**config.mk**
```make
export PLATFORM = sky130hd
export DESIGN_NAME = fetch_stage
export DESIGN_NICKNAME = d
export VERILOG_FILES = /design/src/rtl/fetch_stage.sv
export SDC_FILE = /design/constraint.sdc
export NUM_CORES = 1
export LEC_CHECK = 0
export ABC_AREA = 1
export CORE_MARGIN = 2
export CORE_UTILIZATION = 47
export DETAILED_ROUTE_END_ITERATION = 8
export GPL_TIMING_DRIVEN = 0
export PLACE_DENSITY = 0.8
export SETUP_SLACK_MARGIN = 0.02
export SYNTH_ARGS = -nofsm -noshare
export SYNTH_HDL_FRONTEND = slang
export SYNTH_SLANG_ARGS = --single-unit
```
**constraint.sdc**
```tcl
create_clock -name clk -period 2 [get_ports clk]
set_input_delay 0.2 -clock clk [delete_from_list [all_inputs] [get_ports clk]]
set_output_delay 0.2 -clock clk [all_outputs]
set_load 0.03 [all_outputs]
```
**src/rtl/fetch_stage.sv**
```systemverilog
// Instruction fetch stage: PC register, IF/DE pipeline register, redirect/stall
// handling, misaligned-target flag and delivered-instruction counter.
module fetch_stage #(
  parameter int unsigned            REG_SIZE = 32,
  parameter logic [REG_SIZE-1:0]    RESET_PC = '0,
  parameter logic [REG_SIZE-1:0]    NOP_INST = 'h13
) (
  input  logic                clk,
  input  logic                rst_n,
  input  logic                stall_i,
  input  logic                br_taken_i,
  input  logic [REG_SIZE-1:0] br_target_i,
  input  logic [REG_SIZE-1:0] inst_i,
  output logic [REG_SIZE-1:0] pc_o,
  output logic [REG_SIZE-1:0] pc_d_o,
  output logic [REG_SIZE-1:0] inst_d_o,
  output logic                valid_d_o,
  output logic                misalign_o,
  output logic [31:0]         fetch_cnt_o
);

  logic [REG_SIZE-1:0] r_pc;
  logic [REG_SIZE-1:0] r_pc_d;
  logic [REG_SIZE-1:0] r_inst_d;
  logic                r_valid_d;
  logic                r_misalign;
  logic [31:0]         r_fetch_cnt;

  logic [REG_SIZE-1:0] w_pc_inc;
  logic [REG_SIZE-1:0] w_target_aligned;

  assign w_pc_inc         = r_pc + {{(REG_SIZE-3){1'b0}}, 3'b100};
  assign w_target_aligned = {br_target_i[REG_SIZE-1:2], 2'b00};

  // Redirect is tested first so it wins over a simultaneous stall.
  always_ff @(posedge clk or negedge rst_n) begin
    if (!rst_n) begin
      r_pc        <= RESET_PC;
      r_pc_d      <= '0;
      r_inst_d    <= NOP_INST;
      r_valid_d   <= 1'b0;
      r_misalign  <= 1'b0;
      r_fetch_cnt <= '0;
    end else begin
      r_misalign <= 1'b0;
      if (br_taken_i) begin
        r_pc       <= w_target_aligned;
        r_pc_d     <= '0;
        r_inst_d   <= NOP_INST;
        r_valid_d  <= 1'b0;
        r_misalign <= |br_target_i[1:0];
      end else if (!stall_i) begin
        r_pc        <= w_pc_inc;
        r_pc_d      <= r_pc;
        r_inst_d    <= inst_i;
        r_valid_d   <= 1'b1;
        r_fetch_cnt <= r_fetch_cnt + 32'd1;
      end
    end
  end

  assign pc_o        = r_pc;
  assign pc_d_o      = r_pc_d;
  assign inst_d_o    = r_inst_d;
  assign valid_d_o   = r_valid_d;
  assign misalign_o  = r_misalign;
  assign fetch_cnt_o = r_fetch_cnt;

endmodule
```
Word level (Yosys, flattened, before mapping)
Cells that the tools add are included.

storage, ports and cells
  register bits = 130
  bits of input ports = 68
  logic and storage cells = 22
  output and inout port bits = 130

operators by class
  bitwise logic cells = 2
  reduce and logical (&&, ||, !) cells = 2
  mux-type cells = 9
  add/sub/neg operators = 2
  equality and inequality tests = 1

operators with widths
  operator                                                count
  two-way mux 32 bit                                      6
  adder 32 x 1 -> 32 bit (second input constant)          1
  adder 32 x 3 -> 32 bit (second input constant)          1
  two-way mux 1 bit                                       3
  inequality test 2 x 1 -> 1 bit (second input constant)  1
  NOT 1 bit                                               2
  AND reduction 2 bit                                     1
  OR reduction 2 bit                                      1

Depth between registers and ports, before layout
  depth in word-level cells = 3
  mapped depth = 10
  gate-level depth less buffers = 10

Least setup slack after synthesis
No wires, ideal clock.

  path kind = register -> register
  start = register r_pc[3], in the netlist pc_o[3]
  end = register r_pc[28], in the netlist pc_o[28]
  buffers on the path = 0
  arrival = 1.546 ns
  cell stages (with the launch flop) = 9
  setup time = 0.127 ns
  setup slack = 0.326 ns
  data required time = 1.873 ns
  clock period less this slack = 1.674 ns
  path through = dfrtp_1 > ha_1 > nand2_2 > nor2_4 > nand3_4 > nor2_4 > nand2_2 > o21ai_1 > nand3_1

on the way
  cells in the longest elaborated chain, start to end = 3

RTL lines
  item                      RTL line  source
  start: declaration        22        logic [REG_SIZE-1:0] r_pc;
  start signal: assignment  47        r_pc <= w_target_aligned;
  start signal: assignment  53        r_pc <= w_pc_inc;
  adder 32 x 3 -> 32 bit    32        assign w_pc_inc = r_pc + {{(REG_SIZE-3){1'b0}}, 3'b100};
  two-way mux 32 bit        52        end else if (!stall_i) begin
  two-way mux 32 bit        46        if (br_taken_i) begin

No other way between the ends. The select of a mux whose other input is x is not followed.
A chain may end at the register's enable or synchronous reset.

Final worst setup path
  start = register r_fetch_cnt[0], in the netlist fetch_cnt_o[0]
  end = output port fetch_cnt_o[0]

RTL lines
  item                      RTL line  source
  start: declaration        27        logic [31:0] r_fetch_cnt;
  start signal: assignment  57        r_fetch_cnt <= r_fetch_cnt + 32'd1;
  end: declaration          19        output logic [31:0] fetch_cnt_o

No word-level cell between the ends.

==> results_dict.tcl <==
set metrics [dict create \
    outcome "complete, no violations" \
    cpMaxStageDelayCell "clkdlybuf4s50_1" \
    crit_required_ps 1800 \
    crit_type "reg -> out" \
    drv_slew 0 \
    synth-simple-area-share_pct 28.71 \
    syn_area_um2 6297 \
    cts_setup_buffers 0 \
    setup_viol_count_final 0 \
    postSynthCellCount 752 \
    pwr-share-comb_pct 20.1 \
    postSynthAreaPerCell_um2 8.374 \
    seqCellArea_um2 3182 \
    worstPathCellList "clkdlybuf4s50_1" \
    p_per_area_nw_per_um2 861.4 \
    drive_above_1_share_pct 8.656 \
    synth_fa_ha_area_share_pct 0.3974 \
    clk_pin_slew_ps 60 \
    dpl_cell_area_um2 8502 \
    ioPinCount 198 \
    antenna_left 0 \
    critPathMaxFanout 7 \
    drt_iter0_markers 451 \
    die_area_um2 14340 \
    maxCapViolCount 0 \
    wl_mm 18.51 \
    internal_power_mw 5.529 \
    synth-seq-cells 127 \
    via_count 6087 \
    synth_top_area_share_pct 49.27 \
    clk_path_buf_depth 2 \
    fillCellCount 1044 \
    synth_compound_area_share_pct 11.25 \
    first_global_vias 5945 \
    timing.final.crit_share_pct 91.79 \
    power_switching_mw 2.345 \
    peakVddDrop_v 0.0005821 \
    placementRows 42 \
    yosys_warnings 0 \
    multiInputGateArea_um2 2733 \
    die_w_um 119.8 \
    final_cell_area_um2 9141 \
    htree_levels 4 \
    drc 0 \
    yosysMostFrequentCell "nand2_1" \
    fin_setup_tns_ps 0 \
    clk_latency_ps 420 \
    clock_power_share_pct 41.7 \
    dr.pass1.iters 5 \
    io_buffer_count 195 \
    hold_violations 0 \
    die_h_um 119.8 \
    yosysUniqueCellTypes 37 \
    synth_edf_count 0 \
    core_area_um2 13140 \
    rsz0062_at_grt "no" \
    total_power_mw 7.875 \
    synth_top_family_by_area "simple AND/OR/NAND/NOR gates" \
    clock_skew_ps 5.772 \
    end_kind "output port" \
    grt_pass1_wl_mm 30.54 \
    swShare_pct 29.78 \
    hp-class "in -> async" \
    ys.flop_type "dfrtp_1" \
    p_seq_share_pct 38.3 \
    yosysSeqAreaShare_pct 50.53 \
    antenna_cells 0 \
    nets 1039 \
    crit_path_start_kind "flip-flop" \
    viasPerCell 5.256 \
    relSlewSlack_pct 59.98 \
    dpl.hpwl_mm 13.43 \
    wl_per_cell_um 15.98 \
    initial_core_util_pct 47.93 \
    netlist_top_cells_count "nand2_1 (216), dfrtp_1 (124), nor2_1 (67)" \
    synth_area_leaders "dfrtp_1 (49%), nand2_1 (13%), a22o_1 (4.0%)" \
    arrival_ps 1640 \
    cts_buffers 17 \
    grtUsageTotal_pct 27.20 \
    period_needed_ps 1836 \
    p_leak_nw 3.956 \
    crit_buf_inv 1 \
    cts_tree "built" \
    crit_family "buffers and inverters" \
    final_util_pct 69.58 \
    async_flop_share_pct 100.0 \
    synth.largest_area_cell "dfrtp_1" \
    cts_root_buf "clkbuf_16" \
    grt.overflow.total 0 \
    timing.fmax_mhz 544.7 \
    place_congestion 0.9942 \
    clock-sinks 127 \
    synth-xor-area-share_pct 2.921 \
    worst_path_largest_cell_delay_ps 720 \
    muxShareOfSynthArea_pct 0 \
    worst_slew_pin_slew_ps 600.2 \
    area_delta_synth_final_pct 45.16 \
    grt_max_degree 97 \
    antenna_found_initial 0 \
]
-- metal layers --
layer  up-vias  global-route usage (%)  part of all wire, %
met5         -                       0                    0
met4         0                   12.06                  3.0
met3        40                   6.559                  7.8
met2       263                   44.04                   48
met1      2861                   34.77                   41
li1       2923                       -                    -
-- power by group through the flow --
stage | logic, mW | clock network, mW | registers, mW
after floorplan | 0.438 | 0 | 3.40
after global placement | 1.56 | 0 | 3.05
after detailed placement | 1.58 | 0 | 3.05
after CTS | 1.59 | 3.32 | 3.01
after global routing | 1.69 | 3.44 | 3.05
final | 1.58 | 3.28 | 3.01
-- final timing paths --
check,from,endpoint,slack (ps),cells after the start
max,fetch_cnt_o[0],fetch_cnt_o[0],160,1
min,rst_n,inst_d_o[17],240,2
max reg2reg,fetch_cnt_o[0],fetch_cnt_o[22],260,8
min reg2reg,pc_d_o[6],pc_d_o[6],480,2
max in group asynchronous,rst_n,inst_d_o[0],980,3
min in group clk,br_target_i[0],misalign_o,360,3
-- layout by cell type, fill, tap and decap left out, types with 5 or more instances in the layout --
master and n:
nand2_1 216, clkdlybuf4s50_1 194, dfrtp_1 124, nor2_1 67
inv_1 60, o21ai_0 48, nand3_1 45, a22o_1 29
nand4_1 20, clkbuf_16 17, nand3b_1 16, buf_2 13
xor2_1 13, clkbuf_1 12, nor2_2 10, nor2_4 8
nor3_1 8, xnor2_1 8, nand2_2 5, a31oi_1 5
o211ai_1 5, o2111ai_1 5, clkinvlp_4 5
-- state kept, by name, summed over array words and instances (netlist names) --
| register | flops |
|---|---|
| pc_o | 30 |
| pc_d_o | 31 |
| inst_d_o | 32 |
| fetch_cnt_o | 32 |
| valid_d_o | 1 |
| misalign_o | 1 |
-- layout make-up --
type,instances,share of cell area [%]
Timing Repair Buffer,197,21.78
Clock buffer,18,4.804
Multi-Input combinational cell,532,29.89
Tap cell,176,2.409
Buffer,29,1.533
Clock inverter,14,2.080
Inverter,65,2.696
Sequential cell,127,34.81
-- through the flow --
stage                     hold WS (ps)  worst slack, ps  instances
final                            235.3            164.2       1158
after global routing             255.5            129.3       1158
after CTS                        222.6            158.4       1158
after detailed placement         104.5            115.7       1125
after global placement           463.7            -4298       1124
after floorplan                 -95.59            326.4        753
-- repair_timing --
item                                    in CTS  in global routing
endpoints found under the setup margin       0                  0
resized for setup                            0                  0
hold endpoints to repair                    31                  0
hold buffers                                 1                  0
-- kinds of logic after synthesis --
family | count (synthesis)
flip-flops | 127
other | 1
buffers and inverters | 94
AO/OA/AOI/OAI | 107
AND/OR/NAND/NOR | 400
XOR/XNOR | 21
adder cells (fa/ha/maj) | 2
Note: power is estimated with default switching activity, not from simulation.
